<file path="src/rtl/slurm16_cpu_mem_arbiter_pkg.sv">
// Shared definitions for the SLURM16 CPU-side memory arbiter.
// Contents: FSM state encoding, channel-count limit, pointer-width helper.
package slurm16_cpu_mem_arbiter_pkg;

    typedef enum logic [1:0] {
        ST_IDLE = 2'd0,
        ST_BUSY = 2'd1,
        ST_DONE = 2'd2
    } arb_state_t;

    localparam int MAX_CHANNELS = 8;

    // Width of a channel index / round-robin pointer; never narrower than 1 bit.
    function automatic int ptr_width(input int n);
        return (n > 1) ? $clog2(n) : 1;
    endfunction

endpackage

</file>
<file path="src/rtl/slurm16_rr_picker.sv">
// Request picker: finds the first asserted request searching upward from a
// start pointer, wrapping modulo CHANNELS.
// Ports:
//   i_req   - per-channel request vector
//   i_ptr   - search start (ignored when ROUND_ROBIN=0, search starts at 0)
//   o_grant - one-hot winner (all zero when no request)
//   o_idx   - index of the winner
//   o_any   - at least one request present
module slurm16_rr_picker #(
    parameter int CHANNELS    = 2,
    parameter int ROUND_ROBIN = 0,
    parameter int PTR_W       = 1
) (
    input  logic [CHANNELS-1:0] i_req,
    input  logic [PTR_W-1:0]    i_ptr,
    output logic [CHANNELS-1:0] o_grant,
    output logic [PTR_W-1:0]    o_idx,
    output logic                o_any
);

    int                w_base;
    logic [PTR_W-1:0]  w_cand;

    // Circular first-one search starting at the (effective) pointer.
    always_comb begin
        o_grant = '0;
        o_idx   = '0;
        o_any   = 1'b0;
        w_cand  = '0;
        w_base  = (ROUND_ROBIN != 0) ? int'(i_ptr) : 0;
        for (int k = 0; k < CHANNELS; k++) begin
            w_cand = PTR_W'((w_base + k) % CHANNELS);
            if (!o_any && i_req[w_cand]) begin
                o_grant[w_cand] = 1'b1;
                o_idx           = w_cand;
                o_any           = 1'b1;
            end else begin
                // winner already found or channel idle: keep current result
            end
        end
    end

endmodule

</file>
<file path="src/rtl/slurm16_cpu_mem_arbiter.sv">
// SLURM16 CPU memory arbiter: merges CHANNELS requesters onto the single
// memory bus, one outstanding access at a time (IDLE -> BUSY -> DONE).
// Ports:
//   CLK, RSTb                     - clock, async active-low reset
//   ch_valid/ch_wr/ch_addr/
//   ch_data/ch_mask               - per-channel request (packed per channel)
//   ch_accept                     - one-hot, request captured this cycle
//   ch_resp_valid/ch_resp_data    - one-hot completion pulse, read data
//   memory_*                      - SLURM16 bus (valid/ready handshake)
//   halt_req/halted               - stop granting; reports idle while halted
module slurm16_cpu_mem_arbiter
    import slurm16_cpu_mem_arbiter_pkg::*;
#(
    parameter int BITS         = 16,
    parameter int ADDRESS_BITS = 16,
    parameter int CHANNELS     = 2,
    parameter int ROUND_ROBIN  = 0
) (
    input  logic                         CLK,
    input  logic                         RSTb,
    input  logic [CHANNELS-1:0]          ch_valid,
    input  logic [CHANNELS-1:0]          ch_wr,
    input  logic [CHANNELS*ADDRESS_BITS-1:0] ch_addr,
    input  logic [CHANNELS*BITS-1:0]     ch_data,
    input  logic [CHANNELS*2-1:0]        ch_mask,
    output logic [CHANNELS-1:0]          ch_accept,
    output logic [CHANNELS-1:0]          ch_resp_valid,
    output logic [BITS-1:0]              ch_resp_data,
    output logic [ADDRESS_BITS-1:0]      memory_address,
    output logic [BITS-1:0]              memory_out,
    output logic                         memory_wr,
    output logic [1:0]                   memory_wr_mask,
    output logic                         memory_valid,
    input  logic                         memory_ready,
    input  logic [BITS-1:0]              memory_in,
    input  logic                         halt_req,
    output logic                         halted
);

    localparam int PTR_W = ptr_width(CHANNELS);

    arb_state_t               r_state;
    logic [PTR_W-1:0]         r_owner;
    logic [PTR_W-1:0]         r_ptr;
    logic [ADDRESS_BITS-1:0]  r_addr;
    logic [BITS-1:0]          r_data;
    logic [1:0]               r_mask;
    logic                     r_wr;
    logic                     r_mem_valid;
    logic [CHANNELS-1:0]      r_resp_valid;

    logic [CHANNELS-1:0]      w_grant;
    logic [PTR_W-1:0]         w_idx;
    logic                     w_any;
    logic                     w_take;

    slurm16_rr_picker #(
        .CHANNELS    (CHANNELS),
        .ROUND_ROBIN (ROUND_ROBIN),
        .PTR_W       (PTR_W)
    ) u_picker (
        .i_req   (ch_valid),
        .i_ptr   (r_ptr),
        .o_grant (w_grant),
        .o_idx   (w_idx),
        .o_any   (w_any)
    );

    // A grant happens only from IDLE, with halt released and something pending.
    assign w_take    = (r_state == ST_IDLE) && !halt_req && w_any;
    assign ch_accept = w_take ? w_grant : '0;
    assign halted    = halt_req && (r_state == ST_IDLE);

    // Synchronous memory: read data arrives in the cycle after ready, so it is
    // passed straight through while the completion pulse is high.
    assign ch_resp_data = (r_state == ST_DONE) ? memory_in : '0;

    assign memory_address = r_addr;
    assign memory_out     = r_data;
    assign memory_wr      = r_wr;
    assign memory_wr_mask = r_mask;
    assign memory_valid   = r_mem_valid;
    assign ch_resp_valid  = r_resp_valid;

    // Access FSM with capture registers and round-robin pointer.
    always_ff @(posedge CLK or negedge RSTb) begin
        if (!RSTb) begin
            r_state      <= ST_IDLE;
            r_owner      <= '0;
            r_ptr        <= '0;
            r_addr       <= '0;
            r_data       <= '0;
            r_mask       <= 2'b00;
            r_wr         <= 1'b0;
            r_mem_valid  <= 1'b0;
            r_resp_valid <= '0;
        end else begin
            case (r_state)
                ST_IDLE: begin
                    if (w_take) begin
                        r_owner     <= w_idx;
                        r_addr      <= ch_addr[w_idx*ADDRESS_BITS +: ADDRESS_BITS];
                        r_data      <= ch_data[w_idx*BITS +: BITS];
                        r_mask      <= ch_mask[w_idx*2 +: 2];
                        r_wr        <= ch_wr[w_idx];
                        r_mem_valid <= 1'b1;
                        r_state     <= ST_BUSY;
                        // Rotate so the winner becomes lowest priority next time.
                        if (int'(w_idx) == CHANNELS - 1) begin
                            r_ptr <= '0;
                        end else begin
                            r_ptr <= w_idx + 1'b1;
                        end
                    end else begin
                        r_state <= ST_IDLE;
                    end
                end
                ST_BUSY: begin
                    if (memory_ready) begin
                        r_mem_valid  <= 1'b0;
                        r_resp_valid <= CHANNELS'(1) << r_owner;
                        r_state      <= ST_DONE;
                    end else begin
                        r_state <= ST_BUSY;
                    end
                end
                ST_DONE: begin
                    r_resp_valid <= '0;
                    r_state      <= ST_IDLE;
                end
                default: begin
                    r_mem_valid  <= 1'b0;
                    r_resp_valid <= '0;
                    r_state      <= ST_IDLE;
                end
            endcase
        end
    end

endmodule
</file>
<file path="config.mk">
export PLATFORM = sky130hd
export DESIGN_NAME = slurm16_cpu_mem_arbiter
export DESIGN_NICKNAME = d
export VERILOG_FILES = /design/src/rtl/slurm16_cpu_mem_arbiter_pkg.sv /design/src/rtl/slurm16_rr_picker.sv /design/src/rtl/slurm16_cpu_mem_arbiter.sv
export SDC_FILE = /design/constraint.sdc
export NUM_CORES = 1
export LEC_CHECK = 0
export ABC_AREA = 1
export CORE_MARGIN = 1.5
export CORE_UTILIZATION = 36
export DETAILED_ROUTE_END_ITERATION = 6
export PLACE_DENSITY = 0.82
export SYNTH_ARGS = -nofsm -noshare
export SYNTH_HDL_FRONTEND = slang
export SYNTH_HIERARCHICAL = 1
export SYNTH_SLANG_ARGS = --single-unit
</file>
<file path="constraint.sdc">
create_clock -name CLK -period 1.3 [get_ports CLK]
set_input_delay 0.13 -clock CLK [delete_from_list [all_inputs] [get_ports CLK]]
set_output_delay 0.13 -clock CLK [all_outputs]
set_load 0.05 [all_outputs]
</file>
==> flow_metrics.env, run 1 <==
export IMPL_core_area_sq_um=5990
export IMPL_clkLatencyLatePin_ps=290
export IMPL_hold_path_class="in2async"
export IMPL_rr_worst_depth=7
export IMPL_worst_pin_slew_ps=519
export IMPL_die_area_sq_um=6740
export IMPL_power_total_uw=8040
export IMPL_grtUsageTotal_pct=23.0
export IMPL_worst_path_max_delay_cell="dfrtp_1"
export IMPL_peakVddDrop_mv=1.03
export IMPL_period_share_pct=111
export IMPL_r2r_start="r_state[0]$_DFF_PN0_"
export IMPL_grt_antenna_before_repair=0
export IMPL_rsz0062_at_grt="yes"
export IMPL_port_buffers=148
export IMPL_crit_path_frequent_cell="buf_12"
export IMPL_place_gp_congestion=0.783
export IMPL_fmax_mhz=692
export IMPL_finalSetupTns_ps=-2160
export IMPL_grt_start_max_net_pins=42
export IMPL_critPathMaxStageDelay_ps=410
export IMPL_p_per_area_nw_per_um2=1680
export IMPL_nFillCells=403
export IMPL_skew_ps=7.42
export IMPL_clockRootBuffer="clkbuf_8"
export IMPL_fin_nets=588
export IMPL_wl_mm=7.44
export IMPL_grt_pass1_wl_mm=11.8
export IMPL_clock_sinks=41
export IMPL_syn_to_final_growth_pct=112
export IMPL_path_class="reg2out"
export IMPL_worstPathBufferInverterCount=3
export IMPL_dr_pass1_iters=4
export IMPL_drc=0
export IMPL_relSlewSlack_pct=65.4
export IMPL_num_io_pins=149
export IMPL_critical_path_top_delay_family="buffers and inverters"
export IMPL_synth_area_sq_um=2250
export IMPL_start_kind="register"
export IMPL_grt_overflow_total=0
export IMPL_synth_cells=339
export IMPL_drive_gt1_share_pct=23.3
export IMPL_cts_clk_slew_worst_paths_ps=80
export IMPL_num_vias=2589
export IMPL_cts_max_path_buffers=2
export IMPL_cts_buffers=5
export IMPL_outcome="complete, but fails checks"
export IMPL_cp_end_kind="primary output"
export IMPL_cts_htree_levels=2
export IMPL_worstSetupPathDepth=5
export IMPL_avgSynthCellArea_sq_um=6.64
export IMPL_crit_fanout=6
export IMPL_detail_route_iter0_violations=69
export IMPL_critical_path_required_ps=1170
export IMPL_viasPerCell=4.53
export IMPL_p_leak_uw=0.00242
export IMPL_finalHoldViolCount=0
export IMPL_syn_nets=431
export IMPL_setup_viol=19
export IMPL_violations="negative setup slack"
export IMPL_cts_tree="built"
export IMPL_drv_cap=0
export IMPL_antenna_left=0
export IMPL_fin_crit_ps=1450
export IMPL_die_height_um=82.1
export IMPL_worstPathArrival_ps=1320
export IMPL_die_w_um=82.1
export IMPL_diodes=0
export IMPL_dp_hpwl_mm=5.65
export IMPL_drv_slew=0
export IMPL_start_util_pct=37.6
export IMPL_final_util_pct=79.8
export IMPL_layout_setup_ws_ps=-146
export IMPL_cp_startpoint="r_state[0]$_DFF_PN0_"
export IMPL_wl_per_cell_um=13.0
export IMPL_yosys_warnings=6
export IMPL_cp_cell_sequence="inv_2 > nand2_4 > buf_12 > nor2_4 > buf_12"
export IMPL_rows=28
export IMPL_grt_pass1_vias=2584
==> power breakdown <==
part | total [uW] | internal (uW) | switching (uW)
clock network | 1020 | 575 | 446
registers | 2170 | 1690 | 480
logic | 4850 | 2340 | 2510
==> metrics by stage <==
step	instance area (sq um)	instances	hold slack [ps]	setup WS [ps]
floorplan	2330	339	-166	-99.8
global placement	4470	557	216	-211
detailed placement	4470	557	225	-260
CTS	4760	573	438	-123
global route	4780	572	477	-189
finish	4780	572	430	-146
==> state kept, by name, summed over array words and instances, names as in the netlist <==
name and cells:
r_state 2, memory_wr_mask 2, memory_valid 1, memory_address 16
ch_resp_valid 2, memory_out 16, memory_wr 1, r_owner 1
==> layer usage <==
metal / routed length, um / GRT usage (%) / vias to the layer above / share of wire [%]
met2: 3720 / 41.6 / 130 / 50
met4: 178 / 6.78 / 0 / 2.4
met3: 802 / 8.02 / 18 / 11
met1: 2740 / 25.2 / 1145 / 37
li1: - / - / 1296 / -
met5: 0 / 0 / - / 0
==> layout make-up <==
type	instances	area, sq um	area share, %
timing repair buffer	167	2280	47.7
clock inverter	3	43.8	0.916
clock buffer	5	68.8	1.44
tap	75	93.8	1.96
multi-input combinational	254	1160	24.2
sequential	41	1030	21.5
inverter	27	106	2.22
==> worst paths after layout <==
path                            slack, ps                             end
max in group asynchronous             470            r_state[1]$_DFF_PN0_
min in group CLK                      460       memory_out[5]$_DFFE_PN0P_
worst max register to register         90  memory_address[14]$_DFFE_PN0P_
worst min-delay path                  430      memory_out[15]$_DFFE_PN0P_
worst max-delay path                 -150                 ch_resp_data[0]
worst min register to register        500             r_owner$_DFFE_PN0P_
==> layout by cell type (no fill, tap or decap), drive strengths merged <==
| cell | n |
|---|---|
| dlygate4sd3 | 1 |
| clkdlybuf4s50 | 88 |
| a21oi | 1 |
| nand3b | 1 |
| bufinv | 1 |
| o21ai | 2 |
| nand2 | 224 |
| dlygate4sd2 | 2 |
| nand3 | 1 |
| inv | 28 |
| buf | 76 |
| clkbuf | 5 |
| nor2 | 25 |
| clkinv | 1 |
| dfrtp | 41 |
==> worst register-to-register path, delay by kind of cell (launching register included) <==
family / cells / cell delay (ps)
and+or+nand+nor: 4 / 300
DFF: 1 / 410
buffers and inverters: 3 / 410
==> repair_timing <==
action                                  CTS  global route
buffers inserted                          7             0
resized for setup                        31             7
gates cloned                              1             0
pin swaps                                 7             3
endpoints found under the setup margin   19            53
hold endpoints to repair                 41             0
hold buffers                              1             0
Power figures use the tool's default switching activity.
==> inputs of run 2 (changes only) <==
--- a/config.mk
+++ b/config.mk
@@ -7,10 +7,9 @@
 export LEC_CHECK = 0
 export ABC_AREA = 1
 export CORE_MARGIN = 1.5
-export CORE_UTILIZATION = 36
+export CORE_UTILIZATION = 37
 export DETAILED_ROUTE_END_ITERATION = 6
-export PLACE_DENSITY = 0.82
+export PLACE_DENSITY = 0.84
 export SYNTH_ARGS = -nofsm -noshare
 export SYNTH_HDL_FRONTEND = slang
-export SYNTH_HIERARCHICAL = 1
 export SYNTH_SLANG_ARGS = --single-unit
==> run 2 against run 1 <==
Effect of this change:
- the run still ends with negative setup slack left
- area after synthesis grew 2.7%
- highest routed layer unchanged
- setup slack worse by 0.58 ps
- clock skew decreased by 2.8 ps
- non-clock buffer count grew 9
- critical endpoint is now ch_accept[1]
==> flow_metrics.env, run 2 <==
export IMPL_outcome="complete, but fails checks"
export IMPL_violations="negative setup slack"
export IMPL_internal_power_uw=4580
export IMPL_antenna_left=0
export IMPL_viasPerCell=4.90
export IMPL_seq_power_share_pct=26.6
export IMPL_crit_path_frequent_cell="nor2_4"
export IMPL_finalSetupTns_ps=-5960
export IMPL_die_w_um=82.1
export IMPL_layout_commonest_cell="nand2_1"
export IMPL_clockRootBuffer="clkbuf_8"
export IMPL_relSlewSlack_pct=83.0
export IMPL_start_kind="register"
export IMPL_fin_crit_ps=1450
export IMPL_yosys_area_share_simple_pct=43.2
export IMPL_p_leak_uw=0.00258
export IMPL_synth_area_sq_um=2310
export IMPL_dp_hpwl_mm=5.97
export IMPL_place_gp_congestion=0.783
export IMPL_grt_pass1_wl_mm=12.7
export IMPL_final_area_sq_um=5110
export IMPL_drc=0
export IMPL_synth_top_family_by_area="simple AND/OR/NAND/NOR gates"
export IMPL_synth_fa_ha_area_share_pct=0
export IMPL_drv_slew=0
export IMPL_syn_to_final_growth_pct=121
export IMPL_die_height_um=82.1
export IMPL_rsz0062_at_grt="yes"
export IMPL_clkPwrFrac_pct=10.4
export IMPL_p_per_area_nw_per_um2=1600
export IMPL_layout_setup_ws_ps=-147
export IMPL_synth_area_top_cells="dfrtp_1 44%, nand2_1 29%, nand3_1 7.8%, inv_1 4.1%, nor2_1 3.2%"
export IMPL_skew_ps=4.64
export IMPL_die_area_sq_um=6730
export IMPL_synth_commonest_cells="179 x nand2_1, 41 x dfrtp_1, 36 x nand3_1, 25 x inv_1, 20 x nor2_1"
export IMPL_p_comb_share_pct=63.0
export IMPL_final_cell_mix="142 x nand2_1, 89 x clkdlybuf4s50_1, 64 x buf_12"
export IMPL_num_io_pins=149
export IMPL_rr_worst_depth=8
export IMPL_synth_top_flop_cell="dfrtp_1"
export IMPL_place_area_sq_um=4530
export IMPL_yosysTopAreaCell="dfrtp_1"
export IMPL_grt_start_max_net_pins=42
export IMPL_syn_nets=429
export IMPL_seq_area_frac_synth_pct=44.4
export IMPL_grt_overflow_total=0
export IMPL_critical_path_required_ps=1170
export IMPL_synth_cells=337
export IMPL_worst_pin_slew_ps=255
export IMPL_detail_route_iter0_violations=224
export IMPL_num_vias=2824
export IMPL_peakVddDrop_mv=1.12
export IMPL_core_area_sq_um=5990
export IMPL_finalHoldViolCount=0
export IMPL_synth_edf_count=0
export IMPL_setup_viol=55
export IMPL_rows=28
export IMPL_fin_nets=593
export IMPL_clkLatencyLatePin_ps=290
export IMPL_diodes=0
export IMPL_cts_tree="built"
export IMPL_cp_cell_sequence="buf_6 > nor2_4 > nand2_4 > nor2_4 > buf_12"
export IMPL_start_util_pct=38.6
export IMPL_cts_buffers=5
export IMPL_port_buffers=148
export IMPL_grt_antenna_before_repair=0
export IMPL_clock_sinks=41
export IMPL_wl_per_cell_um=15.1
export IMPL_switchingPower_uw=3580
export IMPL_synth_most_common_cell="nand2_1"
export IMPL_period_share_pct=111
export IMPL_synth_top_cell_area_share_pct=44.4
export IMPL_synth_compound_area_share_pct=1.79
export IMPL_wl_mm=8.72
export IMPL_yosys_warnings=0
export IMPL_cts_htree_levels=2
export IMPL_synthArstFlopShare_pct=100
export IMPL_avgSynthCellArea_sq_um=6.86
export IMPL_worstPathArrival_ps=1320
export IMPL_cts_clk_slew_worst_paths_ps=80
export IMPL_critPathMaxStageDelay_ps=400
export IMPL_grt_pass1_vias=2752
export IMPL_sw_frac_of_total_pct=43.8
export IMPL_ys_seq_elements=41
export IMPL_synthMuxAreaShare_pct=0
export IMPL_drive_gt1_share_pct=31.7
export IMPL_hold_path_class="in2async"
export IMPL_worst_path_max_delay_cell="dfrtp_1"
export IMPL_power_total_uw=8160
export IMPL_grtUsageTotal_pct=24.9
export IMPL_dr_pass1_iters=4
export IMPL_yosys_area_share_xor_xnor_pct=0
export IMPL_drv_cap=0
export IMPL_cts_max_path_buffers=2
export IMPL_fmax_mhz=691
export IMPL_crit_fanout=3
export IMPL_ys_types=19
export IMPL_cp_end_kind="primary output"
export IMPL_path_class="reg2out"
-- run 2: path summary, 6_finish.rpt --
kind,from,end,slack [ps]
max in group asynchronous,RSTb,ch_resp_valid[0]$_DFFE_PN0P_,750
worst max-delay path,r_state[0]$_DFF_PN0_,ch_accept[1],-150
worst max register to register,r_state[0]$_DFF_PN0_,memory_address[13]$_DFFE_PN0P_,-130
worst min-delay path,RSTb,memory_address[12]$_DFFE_PN0P_,330
min in group CLK,ch_data[2],memory_out[2]$_DFFE_PN0P_,470
worst min register to register,memory_out[2]$_DFFE_PN0P_,memory_out[2]$_DFFE_PN0P_,550
-- run 2: cells by family (layout without fill, tap and decap cells) --
group | after synthesis | after routing
AO/OA/AOI/OAI | 7 | 7
buffers and inverters | 46 | 210
AND/OR/NAND/NOR | 243 | 243
flip-flops | 41 | 41
-- run 2: final cells by class --
class                      instances  area (sq um)
clock buffer                       7          86.3
fill                             327           885
inverter                          27           101
multi-input combinational        250          1380
sequential                        41          1030
tap                               75          93.8
timing repair buffer             176          2420
-- run 2: power groups by stage --
stage,Combinational [uW],Clock [uW],Sequential (uW)
6_report,5140,849,2170
5_1_grt,5360,932,2210
4_1_cts,4910,861,2160
3_5_place_dp,4740,0,2180
3_3_place_gp,4670,0,2160
2_1_floorplan,878,0,3350
-- run 2: timing repair --
item	CTS	global route
gates resized for setup	40	62
hold buffers	1	0
endpoints found under the setup margin	19	57
pin swaps	1	18
endpoints found under the hold margin	41	0
cloned	1	2
buffers inserted	4	2
-- run 2: metrics by stage --
step / hold slack (ps) / worst slack [ps] / util (%) / instances
2_1_floorplan: -166 / -311 / - / 337
3_3_place_gp: 120 / -92.0 / 75.7 / 559
3_5_place_dp: 124 / -119 / 75.7 / 559
4_1_cts: 346 / -144 / 80.8 / 572
5_1_grt: 364 / -203 / 85.2 / 576
6_report: 326 / -147 / 85.2 / 576
-- run 2: layer usage --
metal,up-vias,track usage [%],part of all wire (%)
li1,1344,-,-
met1,1330,27.5,35
met2,134,45.4,54
met3,16,7.22,8.8
met4,0,8.14,2.0
met5,-,0,0
-- run 2: critical path, delay by kind of cell, from the launching register on --
family | cells | cell delay, ps
flops | 1 | 400
simple gates | 3 | 340
buf+inv | 2 | 280
